<file path="src/rtl/reset_pkg.sv">
// Shared types for the board reset sequencer: FSM states, reset-cause codes, width helper.
package reset_pkg;

    typedef enum logic [1:0] {
        ASSERT  = 2'd0,
        HOLD    = 2'd1,
        RELEASE = 2'd2,
        RUN     = 2'd3
    } state_e;

    typedef enum logic [1:0] {
        CAUSE_POR = 2'd0,
        CAUSE_PLL = 2'd1,
        CAUSE_BTN = 2'd2,
        CAUSE_SW  = 2'd3
    } cause_e;

    function automatic int unsigned max_u(input int unsigned a, input int unsigned b);
        return (a > b) ? a : b;
    endfunction

endpackage

</file>
<file path="src/rtl/reset_sequencer_if.sv">
// Reset sources in, sequenced domain resets and status out.
interface reset_sequencer_if #(
    parameter int unsigned NUM_STAGES = 3
);
    import reset_pkg::*;

    logic                  pll_locked;
    logic                  btn_rst_n;
    logic                  sw_rst;
    logic [NUM_STAGES-1:0] rst_n_out;
    logic                  rst_done;
    cause_e                rst_cause;

    modport master (
        output pll_locked, btn_rst_n, sw_rst,
        input  rst_n_out, rst_done, rst_cause
    );

    modport slave (
        input  pll_locked, btn_rst_n, sw_rst,
        output rst_n_out, rst_done, rst_cause
    );

endinterface

</file>
<file path="src/rtl/bit_synchronizer.sv">
// Multi-flop synchronizer for a single asynchronous bit; clears to 0 on reset.
module bit_synchronizer #(
    parameter int unsigned STAGES = 2
) (
    input  logic clk,
    input  logic rst_n,
    input  logic d,
    output logic q
);

    logic [STAGES-1:0] chain;

    always_ff @(posedge clk or negedge rst_n) begin
        if (!rst_n) chain <= '0;
        else        chain <= {chain[STAGES-2:0], d};
    end

    assign q = chain[STAGES-1];

endmodule

</file>
<file path="src/rtl/reset_sequencer.sv">
// Board reset generator: merges POR, PLL lock, debounced button and soft reset,
// then releases per-domain resets in order after a hold time.
module reset_sequencer
    import reset_pkg::*;
#(
    parameter int unsigned NUM_STAGES      = 3,
    parameter int unsigned HOLD_CYCLES     = 1024,
    parameter int unsigned STAGE_GAP       = 16,
    parameter int unsigned DEBOUNCE_CYCLES = 65536,
    parameter int unsigned SYNC_STAGES     = 2
) (
    input  logic               clk,
    input  logic               asyncrst_n,
    reset_sequencer_if.slave   bus
);

    localparam int unsigned CNT_W = $clog2(max_u(HOLD_CYCLES, STAGE_GAP) + 1);
    localparam int unsigned IDX_W = $clog2(NUM_STAGES + 1);
    localparam int unsigned DB_W  = $clog2(DEBOUNCE_CYCLES);

    logic pll_s;
    logic btn_s;

    bit_synchronizer #(.STAGES(SYNC_STAGES)) u_sync_pll (
        .clk   (clk),
        .rst_n (asyncrst_n),
        .d     (bus.pll_locked),
        .q     (pll_s)
    );

    bit_synchronizer #(.STAGES(SYNC_STAGES)) u_sync_btn (
        .clk   (clk),
        .rst_n (asyncrst_n),
        .d     (bus.btn_rst_n),
        .q     (btn_s)
    );

    // Button debouncer: the debounced level only follows a change that persists.
    logic            btn_db;
    logic [DB_W-1:0] db_cnt;

    always_ff @(posedge clk or negedge asyncrst_n) begin
        if (!asyncrst_n) begin
            btn_db <= 1'b0;
            db_cnt <= '0;
        end else if (btn_s != btn_db) begin
            if (db_cnt == DB_W'(DEBOUNCE_CYCLES - 1)) begin
                btn_db <= btn_s;
                db_cnt <= '0;
            end else begin
                db_cnt <= db_cnt + DB_W'(1);
            end
        end else begin
            db_cnt <= '0;
        end
    end

    logic fault_c;
    assign fault_c = !pll_s || !btn_db || bus.sw_rst;

    state_e           state;
    logic [CNT_W-1:0] cnt;
    logic [IDX_W-1:0] idx;
    // Faults seen before the first release after POR are part of power-up, not a new cause.
    logic             por_pending;

    always_ff @(posedge clk or negedge asyncrst_n) begin
        if (!asyncrst_n) begin
            state         <= ASSERT;
            cnt           <= '0;
            idx           <= '0;
            por_pending   <= 1'b1;
            bus.rst_n_out <= '0;
            bus.rst_done  <= 1'b0;
            bus.rst_cause <= CAUSE_POR;
        end else if (fault_c) begin
            state         <= ASSERT;
            cnt           <= '0;
            idx           <= '0;
            bus.rst_n_out <= '0;
            bus.rst_done  <= 1'b0;
            if (!por_pending) begin
                bus.rst_cause <= !pll_s  ? CAUSE_PLL :
                                 !btn_db ? CAUSE_BTN : CAUSE_SW;
            end
        end else begin
            case (state)
                ASSERT: begin
                    state       <= HOLD;
                    cnt         <= '0;
                    por_pending <= 1'b0;
                end
                HOLD: begin
                    if (cnt == CNT_W'(HOLD_CYCLES - 1)) begin
                        cnt           <= '0;
                        idx           <= '0;
                        bus.rst_n_out <= NUM_STAGES'(1);
                        if (NUM_STAGES == 1) begin
                            state        <= RUN;
                            bus.rst_done <= 1'b1;
                        end else begin
                            state <= RELEASE;
                        end
                    end else begin
                        cnt <= cnt + CNT_W'(1);
                    end
                end
                RELEASE: begin
                    if (cnt == CNT_W'(STAGE_GAP - 1)) begin
                        cnt           <= '0;
                        idx           <= idx + IDX_W'(1);
                        bus.rst_n_out <= bus.rst_n_out | (NUM_STAGES'(1) << (idx + IDX_W'(1)));
                        if (idx == IDX_W'(NUM_STAGES - 2)) begin
                            state        <= RUN;
                            bus.rst_done <= 1'b1;
                        end
                    end else begin
                        cnt <= cnt + CNT_W'(1);
                    end
                end
                RUN: begin
                    bus.rst_n_out <= '1;
                    bus.rst_done  <= 1'b1;
                end
                default: state <= ASSERT;
            endcase
        end
    end

endmodule
</file>
<file path="src/flat_wrapper.sv">
// flat-port wrapper written by rule: the top's interface ports become plain ports
module reset_sequencer_flat import reset_pkg::*;
#(
    parameter int unsigned NUM_STAGES      = 3,
    parameter int unsigned HOLD_CYCLES     = 1024,
    parameter int unsigned STAGE_GAP       = 16,
    parameter int unsigned DEBOUNCE_CYCLES = 65536,
    parameter int unsigned SYNC_STAGES     = 2
)
  (clk, asyncrst_n, bus_pll_locked, bus_btn_rst_n, bus_sw_rst, bus_rst_n_out, bus_rst_done, bus_rst_cause);
  reset_sequencer_if #(.NUM_STAGES(NUM_STAGES)) bus_i ();
  input  logic clk;
  input  logic asyncrst_n;
  input wire logic [$bits(bus_i.pll_locked)-1:0] bus_pll_locked;
  input wire logic [$bits(bus_i.btn_rst_n)-1:0] bus_btn_rst_n;
  input wire logic [$bits(bus_i.sw_rst)-1:0] bus_sw_rst;
  output wire logic [$bits(bus_i.rst_n_out)-1:0] bus_rst_n_out;
  output wire logic [$bits(bus_i.rst_done)-1:0] bus_rst_done;
  output wire logic [$bits(bus_i.rst_cause)-1:0] bus_rst_cause;
  assign bus_i.pll_locked = bus_pll_locked;
  assign bus_i.btn_rst_n = bus_btn_rst_n;
  assign bus_i.sw_rst = bus_sw_rst;
  assign bus_rst_n_out = bus_i.rst_n_out;
  assign bus_rst_done = bus_i.rst_done;
  assign bus_rst_cause = bus_i.rst_cause;
  reset_sequencer #(.NUM_STAGES(NUM_STAGES), .HOLD_CYCLES(HOLD_CYCLES), .STAGE_GAP(STAGE_GAP), .DEBOUNCE_CYCLES(DEBOUNCE_CYCLES), .SYNC_STAGES(SYNC_STAGES)) u_core (.clk(clk), .asyncrst_n(asyncrst_n), .bus(bus_i));
endmodule
</file>
<file path="config.mk">
export PLATFORM = sky130hd
export DESIGN_NAME = reset_sequencer_flat
export DESIGN_NICKNAME = d
export VERILOG_FILES = /design/src/rtl/reset_pkg.sv /design/src/rtl/reset_sequencer_if.sv /design/src/rtl/bit_synchronizer.sv /design/src/rtl/reset_sequencer.sv /design/src/flat_wrapper.sv
export SDC_FILE = /design/constraint.sdc
export NUM_CORES = 1
export LEC_CHECK = 0
export BUFFER_PORTS_ARGS = -buffer_cell sky130_fd_sc_hd__buf_2
export CAP_MARGIN = 20
export CORE_MARGIN = 5
export CORE_UTILIZATION = 60
export DETAILED_ROUTE_END_ITERATION = 12
export PLACE_DENSITY = 0.75
export SLEW_MARGIN = 20
export SYNTH_ARGS = -nofsm -noshare
export SYNTH_HDL_FRONTEND = slang
export SYNTH_SLANG_ARGS = --single-unit
</file>
<file path="constraint.sdc">
create_clock -name clk -period 2.59 [get_ports clk]
set_clock_uncertainty 0.1 [all_clocks]
set_input_delay 0.518 -clock clk [delete_from_list [all_inputs] [get_ports clk]]
set_output_delay 0.518 -clock clk [all_outputs]
set_load 0.02 [all_outputs]
</file>
==> out/metrics.cfg <==
[run_status]
outcome=completed

[layout]
syn_to_final_growth_pct=9.59
multi_input_area_um2=1200
fin_util_pct=69.2
antenna_cells=0
nets=278
drive_above_1_share_pct=12.1
fillers=320
regArea_um2=1080

[global_routing]
grt_overflow=0
globalRouteTotalUtil_pct=20.1
grt_max_degree=16
grt_pass1_vias=1786
grt_pass1_wl_um=8400
antenna_found_initial=0

[setup_path]
end_kind=flop
worstPathArrival_ns=2.26
critPathSlowestCell=o41a_1
reg2reg_slack_ns=0.41
reg2reg_depth=5
path_cells=ha_1 -> nand3_1 -> o41a_1 -> o21ai_1 -> o211ai_1
worstPathRequired_ns=2.67
cpPeakStageDelay_ns=0.65
rr_endpoint=u_core.cnt[9]$_DFFE_PN0N_
startpoint=u_core.cnt[0]$_DFFE_PN0N_
crit_fanout=13
critPathCapture=u_core.cnt[9]$_DFFE_PN0N_
r2r-start=u_core.cnt[0]$_DFFE_PN0N_
critPathLaunchType=flop
worst-setup-path-type=flop to flop

[routing]
viasPerCell=6.01
avgRoutedWirePerCell_um=14.8
route.detailed.drc=0
ant_nets=0
vias=1875
firstDrtPassIters=4
finalWirelength_um=4620
drt_iter0_markers=141

[timing]
drv_slew=0
final-setup-viol-count=0
setup_tns_ns=0
fmax_mhz=459
rsz0062_at_grt=no
finalHoldViolations=0
max_slew_margin_pct=58.8
fin_crit_sh_pct=84.1
min_period_ns=2.18
worstMarginPinSlew_ns=0.618

[power_and_ir_drop]
clkPwrFrac_pct=42.9
switchingPower_w=0.000286
power.density_nw_per_um2=491
p_seq_share_pct=54.1
peakVddDrop_mv=0.425
p_comb_share_pct=3.1
power.leakage_nw=1.09
p_int_w=0.000985
p_sw_share_pct=22.5

[clock_tree]
clk_latency_ns=0.30
h-tree-depth=2
clockBufferDepth=2
cts-root-buf=clkbuf_8
clkTransAtPathRegs_ns=0.09
cts.sinks=43
cts_made_buffers=5
cts_tree=yes
cts_resized=0
post-cts-setup-buffers=0

[synth]
synth-seq-cells=43
synth-edff-count=0
synthArstFlopShare_pct=100
synth_area_um2=2360
synth_warnings=0
synthTopCellsByArea=dfrtp_1, ha_1, nand2_1, nor2_1, nand3_1
synth_common_cells=dfrtp_1, nand2_1, nor2_1, nand3_1
ys.flop_type=dfrtp_1
synth_cells=250
avgSynthCellArea_um2=9.45
seq_area_frac_synth_pct=45.6
synth_top_area_share_pct=44.5
synthesis.nets=265
ys_types=49
yosysTopAreaCell=dfrtp_1
yosysMostFrequentCell=dfrtp_1

[worst_hold_path]
holdCritStartpoint=bus_pll_locked
hold_path.class=primary input to flop

[floorplan]
die_area_um2=5290
core.rowCount=22
die_x_um=72.7
ioPinCount=11
die_h_um=72.7
start_util_pct=63.1
coreArea_um2=3740

[place]
hpwl_um=3260
port_buffers=10
gp_congestion=0.877

[job]
max-cap-violations=0

[flip-flops by register name, summed over array words and instances (netlist names)]
| name | count |
|---|---|
| u_core.u_sync_pll.chain | 2 |
| u_core.bus.rst_n_out | 3 |
| u_core.db_cnt | 16 |
| u_core.cnt | 11 |
| u_core.idx | 2 |
| u_core.state | 2 |
| u_core.por_pending | 1 |
| u_core.bus.rst_done | 1 |
| u_core.bus.rst_cause | 2 |
| u_core.btn_db | 1 |
| u_core.u_sync_btn.chain | 2 |
[stage by stage]
stage | power [W] | instances | hold WS [ns] | cell area (µm²) | worst slack (ns)
floorplan | 0.000713 | 250 | 0.122 | 2360 | 0.610
global placement | 0.000738 | 303 | 0.236 | 2460 | 0.443
detailed placement | 0.000739 | 303 | 0.241 | 2460 | 0.435
CTS | 0.00129 | 312 | 0.215 | 2590 | 0.413
global route | 0.00133 | 312 | 0.203 | 2590 | 0.208
finish | 0.00127 | 312 | 0.222 | 2590 | 0.412
[layout by cell type, fill, tap and decap left out, drive strengths merged, types with 5 or more instances in the layout]
| cell type | instances |
|---|---|
| clkbuf | 5 |
| dfrtp | 42 |
| a21oi | 9 |
| nor3 | 8 |
| nand2 | 32 |
| or3 | 7 |
| ha | 10 |
| xor2 | 8 |
| o21ai | 10 |
| nor2 | 23 |
| buf | 15 |
| o2111ai | 5 |
| nand3 | 17 |
| o221ai | 5 |
| nand4 | 6 |
| inv | 11 |
[critical path: cells and delay by family, from the launching register on]
family,cells,cell delay (ns)
fa+ha+maj,1,0.22
flops,1,0.39
simple gates,1,0.20
compound gates,3,1.14
[layer usage]
metal	vias to the layer above	wire (µm)	GRT usage (%)
met5	-	0	0
met4	0	59	5.53
met3	5	194	4.96
met2	40	2060	29.7
met1	893	2310	29.5
li1	937	-	-
[what timing repair did]
action | in CTS | in global routing
hold buffers | 1 | 0
hold endpoints to repair | 6 | 0
endpoints found under the setup margin | 0 | 0
[cell families after synthesis]
group / share of synthesized area, %
adders and majority gates: 5.30
muxes: 1.80
and+or+nand+nor: 23.0
DFF: 45.6
AOI/OAI and AO/OA: 16.6
xor gates and xnor gates: 4.08
buffers and inverters: 3.60
[worst min-delay path by stage]
| stage | end | slack (ns) | cells past startpoint |
|---|---|---|---|
| after floorplan | u_core.btn_db$_DFFE_PN0P_ | 0.12 | 0 |
| after global placement | u_core.u_sync_pll.chain[1]$_DFF_PN0_ | 0.24 | 0 |
| after detailed placement | u_core.u_sync_btn.chain[1]$_DFF_PN0_ | 0.24 | 0 |
| after CTS | u_core.u_sync_pll.chain[0]$_DFF_PN0_ | 0.22 | 1 |
| after global routing | u_core.u_sync_btn.chain[0]$_DFF_PN0_ | 0.20 | 1 |
| final | u_core.u_sync_pll.chain[0]$_DFF_PN0_ | 0.22 | 1 |
[area by class of cell]
type | count | area share [%]
clock buffers | 5 | 2.66
clock inverters | 3 | 1.84
inverters | 10 | 1.45
multi-input cells | 187 | 46.4
flip-flops and latches | 43 | 41.6
well taps | 48 | 2.32
repair buffers | 16 | 3.77
[power groups by stage]
stage	Clock, W	Sequential (W)	Combinational (W)
after floorplan	0	0.000701	0.0000127
after global placement	0	0.000700	0.0000382
after detailed placement	0	0.000700	0.0000391
after CTS	0.000560	0.000687	0.0000406
after global routing	0.000592	0.000688	0.0000450
final	0.000545	0.000687	0.0000392
Note: power is estimated with default switching activity, not from simulation.
